$ cat config.mk
export PLATFORM = sky130hd
export DESIGN_NAME = ir_nec_tx
export DESIGN_NICKNAME = d
export VERILOG_FILES = /design/src/rtl/ir_nec_tx.sv
export SDC_FILE = /design/constraint.sdc
export NUM_CORES = 1
export LEC_CHECK = 0
export CAP_MARGIN = 15
export CORE_MARGIN = 2
export CORE_UTILIZATION = 55
export DETAILED_ROUTE_END_ITERATION = 10
export GPL_ROUTABILITY_DRIVEN = 0
export PLACE_DENSITY = 0.85
export REMOVE_ABC_BUFFERS = 1
export SLEW_MARGIN = 5
export SYNTH_ARGS = -nofsm -noshare
export SYNTH_HDL_FRONTEND = slang
export SYNTH_SLANG_ARGS = --single-unit
$ cat constraint.sdc
create_clock -name clk -period 3.3 [get_ports clk]
set_input_delay 0.825 -clock clk [delete_from_list [all_inputs] [get_ports clk]]
set_output_delay 0.825 -clock clk [all_outputs]
set_load 0.02 [all_outputs]
$ cat src/rtl/ir_nec_tx.sv
// ir_nec_tx: NEC infrared frame transmitter.
// Sends a 9 ms leader mark, a 4.5 ms leader space, 32 bits LSB first
// (560 us mark + 560/1690 us space), then a 560 us stop mark.
// Optional macro IR_TX_CARRIER_EN modulates the marks with a carrier of
// half-period CARRIER_HALF clocks. Without it, ir_out is the envelope.
module ir_nec_tx #(
  parameter int unsigned CLK_PER_US   = 100,
  parameter int unsigned CARRIER_HALF = 1316
) (
  input  logic        clk,
  input  logic        reset_p,
  input  logic        start,
  input  logic [31:0] data,
  output logic        ir_out,
  output logic        busy,
  output logic        done
);

  localparam int unsigned PRE_W = (CLK_PER_US > 1) ? $clog2(CLK_PER_US) : 1;
  localparam int unsigned US_W  = 14;
  localparam int unsigned IDX_W = 5;

  localparam logic [US_W-1:0] LEAD_MARK_US  = US_W'(9000);
  localparam logic [US_W-1:0] LEAD_SPACE_US = US_W'(4500);
  localparam logic [US_W-1:0] BIT_MARK_US   = US_W'(560);
  localparam logic [US_W-1:0] ZERO_SPACE_US = US_W'(560);
  localparam logic [US_W-1:0] ONE_SPACE_US  = US_W'(1690);
  localparam logic [US_W-1:0] STOP_MARK_US  = US_W'(560);

  // Reject parameter values that would make the timing counters meaningless.
  if (CLK_PER_US == 0 || CARRIER_HALF == 0) begin : g_bad_param
    $error("ir_nec_tx: CLK_PER_US and CARRIER_HALF must be non-zero");
  end

  typedef enum logic [2:0] {
    S_IDLE       = 3'd0,
    S_LEAD_MARK  = 3'd1,
    S_LEAD_SPACE = 3'd2,
    S_BIT_MARK   = 3'd3,
    S_BIT_SPACE  = 3'd4,
    S_STOP_MARK  = 3'd5
  } state_t;

  state_t            state_q, state_d;
  logic [PRE_W-1:0]  pre_q, pre_d;
  logic [US_W-1:0]   us_q, us_d;
  logic [31:0]       shift_q, shift_d;
  logic [IDX_W-1:0]  idx_q, idx_d;
  logic              ir_out_q, ir_out_d;
  logic              busy_q, busy_d;
  logic              done_q, done_d;
  logic [US_W-1:0]   dur_c;
  logic              expired_c;
  logic              entering_c;
  logic              mark_d_c;

`ifdef IR_TX_CARRIER_EN
  localparam int unsigned CAR_W = (CARRIER_HALF > 1) ? $clog2(CARRIER_HALF) : 1;
  logic [CAR_W-1:0] car_q, car_d;
  logic             phase_q, phase_d;
`endif

  // Duration of the current state in microseconds and its expiry strobe.
  always_comb begin
    dur_c = US_W'(1);
    case (state_q)
      S_LEAD_MARK:  dur_c = LEAD_MARK_US;
      S_LEAD_SPACE: dur_c = LEAD_SPACE_US;
      S_BIT_MARK:   dur_c = BIT_MARK_US;
      S_BIT_SPACE:  dur_c = shift_q[0] ? ONE_SPACE_US : ZERO_SPACE_US;
      S_STOP_MARK:  dur_c = STOP_MARK_US;
      default:      dur_c = US_W'(1);
    endcase
    expired_c = (pre_q == PRE_W'(CLK_PER_US - 1)) && (us_q == dur_c - US_W'(1));
  end

  // State register.
  always_ff @(posedge clk or posedge reset_p) begin
    if (reset_p) state_q <= S_IDLE;
    else         state_q <= state_d;
  end

  // Next-state logic.
  always_comb begin
    state_d = state_q;
    case (state_q)
      S_IDLE:       if (start)     state_d = S_LEAD_MARK;
      S_LEAD_MARK:  if (expired_c) state_d = S_LEAD_SPACE;
      S_LEAD_SPACE: if (expired_c) state_d = S_BIT_MARK;
      S_BIT_MARK:   if (expired_c) state_d = S_BIT_SPACE;
      S_BIT_SPACE:  if (expired_c) state_d = (idx_q == IDX_W'(31)) ? S_STOP_MARK : S_BIT_MARK;
      S_STOP_MARK:  if (expired_c) state_d = S_IDLE;
      default:                     state_d = S_IDLE;
    endcase
  end

  // Timers restart on every state entry; payload shifts after each bit space.
  always_comb begin
    pre_d      = pre_q;
    us_d       = us_q;
    shift_d    = shift_q;
    idx_d      = idx_q;
    entering_c = (state_d != state_q);
    if (entering_c || state_q == S_IDLE) begin
      pre_d = '0;
      us_d  = '0;
    end else if (pre_q == PRE_W'(CLK_PER_US - 1)) begin
      pre_d = '0;
      us_d  = us_q + US_W'(1);
    end else begin
      pre_d = pre_q + PRE_W'(1);
    end
    if (state_q == S_IDLE && start) begin
      shift_d = data;
      idx_d   = '0;
    end else if (state_q == S_BIT_SPACE && expired_c) begin
      shift_d = {1'b0, shift_q[31:1]};
      idx_d   = idx_q + IDX_W'(1);
    end
  end

`ifdef IR_TX_CARRIER_EN
  // Carrier phase restarts high on entry to each mark state.
  always_comb begin
    car_d   = car_q;
    phase_d = phase_q;
    if (!mark_d_c) begin
      car_d   = '0;
      phase_d = 1'b0;
    end else if (entering_c) begin
      car_d   = '0;
      phase_d = 1'b1;
    end else if (car_q == CAR_W'(CARRIER_HALF - 1)) begin
      car_d   = '0;
      phase_d = ~phase_q;
    end else begin
      car_d   = car_q + CAR_W'(1);
    end
  end
`endif

  // Output logic, computed from the next state so the flops line up with it.
  always_comb begin
    mark_d_c = (state_d == S_LEAD_MARK) || (state_d == S_BIT_MARK) ||
               (state_d == S_STOP_MARK);
    busy_d   = (state_d != S_IDLE);
    done_d   = (state_q == S_STOP_MARK) && (state_d == S_IDLE);
`ifdef IR_TX_CARRIER_EN
    ir_out_d = mark_d_c && phase_d;
`else
    ir_out_d = mark_d_c;
`endif
  end

  // Datapath and output registers.
  always_ff @(posedge clk or posedge reset_p) begin
    if (reset_p) begin
      pre_q    <= '0;
      us_q     <= '0;
      shift_q  <= '0;
      idx_q    <= '0;
      ir_out_q <= 1'b0;
      busy_q   <= 1'b0;
      done_q   <= 1'b0;
`ifdef IR_TX_CARRIER_EN
      car_q    <= '0;
      phase_q  <= 1'b0;
`endif
    end else begin
      pre_q    <= pre_d;
      us_q     <= us_d;
      shift_q  <= shift_d;
      idx_q    <= idx_d;
      ir_out_q <= ir_out_d;
      busy_q   <= busy_d;
      done_q   <= done_d;
`ifdef IR_TX_CARRIER_EN
      car_q    <= car_d;
      phase_q  <= phase_d;
`endif
    end
  end

  assign ir_out = ir_out_q;
  assign busy   = busy_q;
  assign done   = done_q;

endmodule

==> results.py, run 1 <==
metrics = {
    "setup_path": {
        "path_max_fanout": 22,
        "crit_type": "reg2reg",
        "r2r_slack_ns": 0.28,
        "crit_path_start_kind": "register",
        "startpoint": "state_q[2]$_DFF_PP0_",
        "r2r_end": "us_q[12]$_DFFE_PP0P_",
        "r2r_cells": 6,
        "cp_data_arrival_time_ns": 3.23,
        "worstPathRequired_ns": 3.51,
        "r2r_start": "state_q[2]$_DFF_PP0_",
        "cp-end-kind": "register",
    },
    "yosys": {
        "post_synth.cell_area_avg_sq_um": 9.05,
        "ys_ff_latch": 64,
        "yosysWarningCount": 0,
        "synthTopCellsByArea": "dfrtp_1 (46%), nand2_1 (6.4%), nor2_1 (5.9%), o211ai_1 (4.1%), nand3_1 (4.1%)",
        "ys_async_sr_fraction_pct": 100,
        "yosysMostFrequentCell": "dfrtp_1",
        "synth_seq_area_share_pct": 46.3,
        "ys.flop_type": "dfrtp_1",
        "synth_top_area_cell": "dfrtp_1",
        "synth_top_area_share_pct": 46.3,
        "synthTopCellsByCount": "dfrtp_1 (64), nand2_1 (59), nor2_1 (54)",
        "synthCells": 382,
        "synth_area_sq_um": 3460,
        "synth_enable_flop_cells": 0,
        "yosysUniqueCellTypes": 54,
    },
    "global_route": {
        "grt_pass1_vias": 2775,
        "grt_usage_pct": 22.4,
        "grt_overflow": 0,
        "grt_max_degree": 55,
        "antenna_found_initial": 0,
        "grt_pass1_wl_um": 12600,
    },
    "timing": {
        "max_slew_margin_pct": 57.0,
        "rsz0062_at_grt": "no",
        "setup_viol": 0,
        "finClkSkew_ns": 0.0109,
        "worst_pin_slew_ns": 0.643,
        "whs_ns": 0.488,
        "finalCritPeriodShare_pct": 91.6,
        "finalHoldViolations": 0,
        "slew_violations": 0,
        "fin_ws_ns": 0.276,
        "clock.fmax_ghz": 0.331,
        "fin_crit_ns": 3.02,
    },
    "cts": {
        "cts_tree": "done",
        "clk_pin_slew_ns": 0.07,
        "cts.sinks": 64,
        "cts-root-buf": "clkbuf_8",
        "htreeDepth": 3,
        "worstSkewPairLatency_ns": 0.35,
        "cts_buffers": 9,
        "cts_buffer_depth": 2,
        "cts-hold-fix-buffers": 0,
    },
    "worst_hold_path": {
        "hold_start": "pre_q[0]$_DFF_PP0_",
        "hold_depth": 1,
        "hold_end": "pre_q[0]$_DFF_PP0_",
        "hold_path.class": "reg2reg",
    },
    "placed_design": {
        "dp_hpwl_um": 5090,
        "place_ws_ns": 0.238,
        "io_buffers": 37,
    },
    "drt": {
        "via_count": 2909,
        "routedWlPerCell_um": 15.3,
        "drtIter0Drc": 200,
        "drc": 0,
        "totalWireLength_um": 7490,
        "antenna_left": 0,
        "first_pass_iters": 4,
        "viasPerCell": 5.94,
    },
    "floorplan": {
        "die_w_um": 83.3,
        "die_h_um": 83.3,
        "dieArea_sq_um": 6930,
        "start_util_pct": 57.7,
        "ios": 38,
        "core_sq_um": 5990,
        "row_count": 28,
    },
    "cells_and_area": {
        "antennaDiodeCount": 0,
        "syn_to_final_growth_pct": 16.6,
        "num-fill-cells": 484,
        "fin_nets": 449,
        "multiInputGateArea_sq_um": 1710,
        "drive_above_1_share_pct": 8.19,
        "seq_area_sq_um": 1600,
    },
    "pwr": {
        "p_leak_uw": 0.00170,
        "power_uw": 1800,
        "ir_drop_mv": 0.308,
        "powerDensity_nw_per_um2": 447,
    },
    "status": {
        "outcome": "finished clean",
    },
    "job": {
        "max_cap_viol_count": 0,
    },
}
-- worst max-delay path: stages, from the launching register on --
cell,delay (ns)
dfrtp_1,0.71
or3b_1,0.45
or3_1,0.37
o31a_2,0.16
or3_1,0.48
o211ai_2,0.59
nor2_1,0.11
-- stage by stage --
stage	setup TNS [ns]	util, %	cells	area (sq um)
after floorplan	-24.83	-	354	3310
after global placement	0	64.2	474	3850
after detailed placement	0	64.2	474	3850
after CTS	0	67.3	490	4030
after global routing	0	67.3	490	4030
final	0	67.3	490	4030
-- cells in the final DEF (no fill, tap or decap), types with 7 or more instances in the layout --
cell / n
nand2_1: 59
a21oi_1: 11
xor2_1: 14
o211ai_1: 19
nor2_1: 54
clkdlybuf4s50_1: 37
buf_4: 8
xnor2_1: 9
nand3_1: 28
a221oi_1: 7
clkbuf_8: 10
dfrtp_1: 63
-- flip-flops by register name, indices dropped and copies added (netlist names) --
name / cells
done: 1
us_q: 14
busy: 1
ir_out: 1
idx_q: 5
shift_q: 32
pre_q: 7
state_q: 3
-- kinds of logic (layout without fill, tap and decap cells) --
kind of cell | after synthesis | count (layout) | synth area share (%)
simple gates | 189 | 189 | 26.2
compound gates | 65 | 65 | 14.1
flops | 64 | 64 | 46.3
buf+inv | 32 | 65 | 4.56
xor+xnor | 23 | 23 | 5.83
mux | 5 | 5 | 1.45
fa+ha+maj | 4 | 4 | 1.45
-- report_power, final --
group          leakage (uW)  switching (uW)  total [uW]  internal [uW]
Combinational      0.000815            99.8         228            128
Clock             0.0000845             320         613            293
Sequential         0.000797            80.0         961            881
-- area by class of cell --
class,instances,share of cell area [%]
Tap cell,75,2.33
Clock buffer,10,3.42
Sequential cell,64,39.8
Multi-Input combinational cell,286,42.3
Inverter,4,0.373
Clock inverter,6,1.12
Timing Repair Buffer,45,10.7
-- layer usage --
| layer | GRT usage, % | vias up | share of wire, % |
|---|---|---|---|
| li1 | - | 1403 | - |
| met1 | 29.3 | 1414 | 44 |
| met2 | 35.9 | 80 | 49 |
| met3 | 5.96 | 12 | 5.2 |
| met4 | 8.35 | 0 | 1.8 |
| met5 | 0 | - | 0 |
-- worst max-delay path by stage --
stage | endpoint | slack (ns) | cells past startpoint
after floorplan | shift_q[31]$_DFFE_PP0P_ | -0.81 | 5
after global placement | us_q[5]$_DFFE_PP0P_ | 0.41 | 6
after detailed placement | us_q[5]$_DFFE_PP0P_ | 0.24 | 6
after CTS | us_q[4]$_DFFE_PP0P_ | 0.23 | 6
after global routing | us_q[5]$_DFFE_PP0P_ | 0.06 | 6
final | us_q[12]$_DFFE_PP0P_ | 0.28 | 6
-- repair_timing --
item	in CTS	in global routing
setup buffers	0	0
setup endpoints to repair	0	14
resized for setup	0	1
No activity file was read; power rests on OpenSTA's default activity.
==> run 2: changes to the inputs <==
- GPL_TIMING_DRIVEN: not set -> 0
- PLACE_DENSITY: 0.85 -> 0.78
==> run 2 against run 1 <==
Effect of this change:
- sequential cell count stayed put
- count of clock-buffer cells in the layout did not move
- non-clock buffer count fell by 1
- critical path depth unchanged
- design area is 1.6% higher
- highest routed layer unchanged
==> results.py, run 2 (synthesized netlist as in run 1, its figures left out) <==
metrics = {
    "placed_design": {
        "place_area_sq_um": 3860,
        "dp_hpwl_um": 4650,
        "io_buffers": 37,
        "dp.cells": 470,
    },
    "setup_path": {
        "slowest_delay_ns": 0.71,
        "crit_path_start_kind": "register",
        "cp_data_arrival_time_ns": 3.17,
        "cp-end-kind": "register",
        "cp_common_cell": "or3_1",
        "crit_type": "reg2reg",
        "worstPathRequired_ns": 3.50,
        "path_max_fanout": 22,
        "crit_path_top_delay_cell": "dfrtp_1",
        "worstPathCellList": "or3b_1 -> or3_1 -> o31a_2 -> or3_1 -> o211ai_2 -> nor2_1",
    },
    "floorplan": {
        "core_sq_um": 5990,
        "die_h_um": 83.3,
        "start_util_pct": 57.7,
        "ios": 38,
        "row_count": 28,
        "die_w_um": 83.3,
        "dieArea_sq_um": 6930,
    },
    "timing": {
        "slew_violations": 0,
        "whs_ns": 0.503,
        "setup_viol": 0,
        "finalCritPeriodShare_pct": 90.2,
        "rsz0062_at_grt": "no",
        "clock.fmax_ghz": 0.336,
        "finalHoldViolations": 0,
        "worst_pin_slew_ns": 0.765,
        "finalSetupTns_ns": 0,
        "finClkSkew_ns": 0.00929,
        "max_slew_margin_pct": 49.0,
        "fin_crit_ns": 2.98,
    },
    "cts": {
        "cts-root-buf": "clkbuf_8",
        "cts-hold-fix-buffers": 0,
        "cts_buffers": 9,
        "cts.sinks": 64,
        "htreeDepth": 3,
        "worstSkewPairLatency_ns": 0.34,
        "cts_tree": "done",
        "cts_buffer_depth": 2,
        "clk_pin_slew_ns": 0.07,
    },
    "cells_and_area": {
        "drive_above_1_share_pct": 7.97,
        "fin_nets": 448,
        "final_common_cell": "dfrtp_1",
        "num-fill-cells": 473,
        "seq_area_sq_um": 1600,
        "final_area_sq_um": 4100,
        "final_cell_mix": "dfrtp_1 (63), nand2_1 (58), nor2_1 (54)",
        "stdcell_count": 489,
        "antennaDiodeCount": 0,
        "largest_reg_flops": 32,
        "syn_to_final_growth_pct": 18.5,
        "largest_register": "shift_q",
        "multiInputGateArea_sq_um": 1710,
        "top_regs": "shift_q x32, us_q x14, pre_q x7",
    },
    "global_route": {
        "grt_pass1_wl_um": 12100,
        "grt_usage_pct": 21.2,
        "grt_pass1_vias": 2663,
        "antenna_found_initial": 0,
        "grt_overflow": 0,
        "grt_max_degree": 65,
    },
    "drt": {
        "viasPerCell": 5.80,
        "via_count": 2834,
        "first_pass_iters": 4,
        "routedWlPerCell_um": 14.1,
        "drtIter0Drc": 167,
        "totalWireLength_um": 6900,
        "drc": 0,
        "antenna_left": 0,
    },
    "job": {
        "max_cap_viol_count": 0,
    },
    "pwr": {
        "p_leak_uw": 0.00173,
        "powerDensity_nw_per_um2": 465,
        "power_uw": 1910,
        "ir_drop_mv": 0.306,
    },
    "status": {
        "outcome": "finished clean",
    },
    "worst_hold_path": {
        "hold_path.class": "reg2reg",
    },
}
==> run 2: cell types whose count changed in the layout (fill, tap and decap cells not counted), sizes merged <==
cell      delta
clkinv       +1
clkinvlp     -3
buf          -1
bufinv       +2
==> run 2: critical path: cells and delay by family, from the launching register on <==
family | cells | cell delay [ns]
AO/OA/AOI/OAI | 2 | 0.72
AND/OR/NAND/NOR | 4 | 1.41
flip-flops | 1 | 0.71
==> run 2: per-stage QoR <==
stage	setup slack (ns)	util, %
2_1_floorplan	-0.808	-
3_3_place_gp	-1.98	63.1
3_5_place_dp	0.0665	64.5
4_1_cts	0.0245	68.0
5_1_grt	0.0616	68.4
6_report	0.323	68.4
==> run 2: routing by layer <==
layer	wire, um	track usage, %	vias up
met1	3090	29.7	1347
met5	0	0	-
li1	-	-	1393
met4	145	9.54	0
met2	3270	32.4	79
met3	391	3.68	15
==> run 2: power breakdown <==
group,switching [uW],internal [uW],total (uW),leakage (uW)
registers,79.1,881,960,0.000797
clock network,302,423,725,0.000110
logic,95.7,126,222,0.000827
==> run 2: final timing paths <==
kind	slack, ns	endpoint	from	cells after the start
worst max-delay path	0.32	us_q[1]$_DFFE_PP0P_	state_q[2]$_DFF_PP0_	6
worst max register to register	0.32	us_q[1]$_DFFE_PP0P_	state_q[2]$_DFF_PP0_	6
worst min register to register	0.50	pre_q[0]$_DFF_PP0_	pre_q[0]$_DFF_PP0_	1
worst min-delay path	0.50	pre_q[0]$_DFF_PP0_	pre_q[0]$_DFF_PP0_	1
min in group asynchronous	0.99	shift_q[31]$_DFFE_PP0P_	reset_p	2
max in group asynchronous	1.76	state_q[1]$_DFF_PP0_	reset_p	2
==> run 2: timing repair <==
| item | in CTS | in global routing |
|---|---|---|
| resized for setup | 0 | 1 |
| buffers inserted | 0 | 3 |
| endpoints found under the setup margin | 0 | 46 |
==> run 2: final cells by class <==
| type | instances | area share (%) |
|---|---|---|
| Tap cell | 75 | 2.29 |
| Sequential cell | 64 | 39.1 |
| Clock buffer | 10 | 3.12 |
| Timing Repair Buffer | 44 | 11.3 |
| Clock inverter | 6 | 2.05 |
| Multi-Input combinational cell | 286 | 41.7 |
| Inverter | 4 | 0.428 |
==> run 3: changes to the inputs <==
- ABC_AREA: not set -> 1
- CORE_UTILIZATION: 55 -> 35
- PLACE_DENSITY: 0.78 -> not set
==> run 3 against run 2 <==
Effect of this change:
- largest power group unchanged
- register-to-register slack improved by 0.21 ns
- hold slack better by 0.022 ns
- non-clock buffer count fell by 6
- utilization decreased by 26 points
- first-iteration DRC count decreased by 34%
- largest cell class is now registers
- global-route usage decreased by 7.6 points
==> results.py, run 3 <==
metrics = {
    "global_route": {
        "grt_pass1_vias": 2734,
        "grt_max_degree": 72,
        "grt_pass1_wl_um": 12200,
        "grt_overflow": 0,
        "grtUsageMet1_pct": 17.2,
        "grt_usage_pct": 13.6,
        "globalRoute.busiestLayer": "met2",
        "use_met2_pct": 22.7,
        "antenna_found_initial": 0,
        "grt_use_met3_pct": 3.32,
    },
    "yosys": {
        "yosysWarningCount": 0,
        "synth_seq_area_share_pct": 45.6,
        "synthTopCellsByCount": "nand2_1 (98), inv_1 (67), dfrtp_1 (64)",
        "yosysMostFrequentCell": "nand2_1",
        "synth_enable_flop_cells": 0,
        "synth_area_sq_um": 3510,
        "synthTopCellsByArea": "dfrtp_1 (46%), nand2_1 (10%), inv_1 (7.2%), o211ai_1 (6.8%), nand3_1 (5.6%)",
        "post_synth.cell_area_avg_sq_um": 7.82,
        "ys_async_sr_fraction_pct": 100,
        "yosysUniqueCellTypes": 30,
        "synth_top_area_cell": "dfrtp_1",
        "synth_top_area_share_pct": 45.6,
        "synthCells": 449,
        "ys_ff_latch": 64,
        "ys.flop_type": "dfrtp_1",
    },
    "floorplan": {
        "die_h_um": 104,
        "ios": 38,
        "row_count": 36,
        "die_w_um": 104,
        "core_sq_um": 9770,
        "dieArea_sq_um": 10800,
        "start_util_pct": 35.9,
    },
    "setup_path": {
        "crit_type": "reg2reg",
        "cp_common_cell": "nand2_1",
        "crit_path_top_delay_cell": "nand2_4",
        "slowest_delay_ns": 0.48,
        "cp-end-kind": "register",
        "critPathBufInv": 1,
        "cp_top_family": "simple AND/OR/NAND/NOR gates",
        "cp_data_arrival_time_ns": 3.00,
        "path_max_fanout": 69,
        "worstPathCellList": "ha_1 -> nand2_1 -> inv_1 -> nand3_1 -> nor2_1 -> nand2_1 -> nor2_1 -> nand2_1 -> nor2_4 -> nand3_2 -> nand2_4 -> o211ai_1 -> o21ai_0",
        "crit_path_start_kind": "register",
        "worstPathRequired_ns": 3.53,
    },
    "pwr": {
        "powerDensity_nw_per_um2": 560,
        "ir_drop_mv": 0.249,
        "power_uw": 2350,
        "p_leak_uw": 0.00200,
    },
    "cells_and_area": {
        "multiInputGateArea_sq_um": 1550,
        "fin_nets": 518,
        "num-fill-cells": 1014,
        "drive_above_1_share_pct": 5.79,
        "top_regs": "shift_q x32, us_q x14, pre_q x7",
        "final_cell_mix": "nand2_1 (98), inv_1 (66), dfrtp_1 (64)",
        "seq_area_sq_um": 1600,
        "syn_to_final_growth_pct": 19.4,
        "antennaDiodeCount": 0,
        "largest_reg_flops": 32,
        "final_common_cell": "nand2_1",
        "largest_register": "shift_q",
    },
    "drt": {
        "routedWlPerCell_um": 11.2,
        "via_count": 2915,
        "drtIter0Drc": 111,
        "first_pass_iters": 4,
        "viasPerCell": 4.72,
        "antenna_left": 0,
        "drc": 0,
        "totalWireLength_um": 6930,
    },
    "cts": {
        "cts_buffers": 9,
        "worstSkewPairLatency_ns": 0.34,
        "cts_tree": "done",
        "cts.sinks": 64,
        "clk_pin_slew_ns": 0.07,
        "htreeDepth": 3,
        "cts-root-buf": "clkbuf_8",
        "cts_buffer_depth": 2,
        "post_cts_buffers": 0,
    },
    "timing": {
        "finalSetupTns_ns": 0,
        "slew_violations": 0,
        "finClkSkew_ns": 0.00879,
        "clock.fmax_ghz": 0.361,
        "worst_pin_slew_ns": 0.798,
        "rsz0062_at_grt": "no",
        "setup_viol": 0,
        "fin_crit_ns": 2.77,
        "finalHoldViolations": 0,
        "max_slew_margin_pct": 46.8,
        "finalCritPeriodShare_pct": 83.8,
    },
    "placed_design": {
        "io_buffers": 37,
        "dp_hpwl_um": 4700,
    },
    "status": {
        "outcome": "finished clean",
    },
    "worst_hold_path": {
        "hold_path.class": "reg2reg",
    },
    "job": {
        "max_cap_viol_count": 0,
    },
}
==> run 3: cell count changes after synthesis, sizes merged, moves of 6 or more <==
cell | before | now
nor2 | 54 | 46
clkbuf | 18 | 9
a21oi | 11 | 0
nand3 | 28 | 42
o21ai | 4 | 39
nand2 | 59 | 100
o211ai | 20 | 32
a221oi | 7 | 0
xnor2 | 9 | 1
inv | 4 | 68
nand2b | 6 | 0
==> run 3: layout make-up <==
class | count | share of cell area (%)
clock buffer | 11 | 3.37
inverter | 68 | 6.15
tap | 133 | 3.97
multi-input combinational | 298 | 37.1
clock inverter | 5 | 1.91
sequential | 64 | 38.2
timing repair buffer | 38 | 9.32
==> run 3: worst reg2reg max path: stages (launching register included) <==
cell      delay (ns)
dfrtp_1         0.36
ha_1            0.19
nand2_1         0.06
inv_1           0.06
nand3_1         0.37
nor2_1          0.29
nand2_1         0.08
nor2_1          0.09
nand2_1         0.09
nor2_4          0.13
nand3_2         0.16
nand2_4         0.48
o211ai_1        0.17
o21ai_0         0.14
==> run 3: cell families (layout without fill, tap and decap cells) <==
group / Yosys count / in the layout / synth area share [%]
AND/OR/NAND/NOR: 207 / 207 / 26.1
buffers and inverters: 87 / 122 / 10.5
AO/OA/AOI/OAI: 72 / 72 / 12.6
flip-flops: 64 / 64 / 45.6
XOR/XNOR: 14 / 14 / 3.49
adder cells (fa/ha/maj): 4 / 4 / 1.43
multiplexers: 1 / 1 / 0.285
==> run 3: report_power, final <==
part / switching [uW] / internal (uW)
logic: 300 / 209
registers: 76.7 / 997
clock network: 320 / 445
==> run 3: worst paths after layout <==
check	slack, ns	cells after the start	start	endpoint
setup / recovery	0.53	13	pre_q[0]$_DFF_PP0_	shift_q[30]$_DFFE_PP0P_
setup reg to reg	0.53	13	pre_q[0]$_DFF_PP0_	shift_q[30]$_DFFE_PP0P_
hold / removal	0.53	2	idx_q[4]$_DFFE_PP0P_	idx_q[4]$_DFFE_PP0P_
max in group asynchronous	1.78	2	reset_p	shift_q[20]$_DFFE_PP0P_
min in group asynchronous	0.99	2	reset_p	shift_q[12]$_DFFE_PP0P_
hold reg to reg	0.53	2	idx_q[4]$_DFFE_PP0P_	idx_q[4]$_DFFE_PP0P_
==> run 3: layer usage <==
layer  up-vias  share of wire [%]
met5         -                  0
met2        68                 46
met1      1325                 47
met3        10                5.3
li1       1512                  -
met4         0                1.5
==> run 3: repair_timing <==
action                     4_1_cts  5_1_grt
cloned                           0        0
setup endpoints to repair       33        4
resized for setup                1        1
pin swaps                        0        0
hold buffers                     0        0
==> run 3: stage by stage <==
| stage | cells | util, % | hold slack (ns) | area, sq um | setup slack [ns] |
|---|---|---|---|---|---|
| final | 617 | 42.9 | 0.525 | 4190 | 0.534 |
| after global routing | 617 | 42.9 | 0.555 | 4190 | 0.168 |
| after CTS | 616 | 42.6 | 0.528 | 4160 | 0.0672 |
| after detailed placement | 600 | 40.3 | 0.508 | 3940 | -0.434 |
| after global placement | 600 | 40.2 | 0.500 | 3930 | -0.412 |
| after floorplan | 430 | - | 0.482 | 3400 | 0.707 |
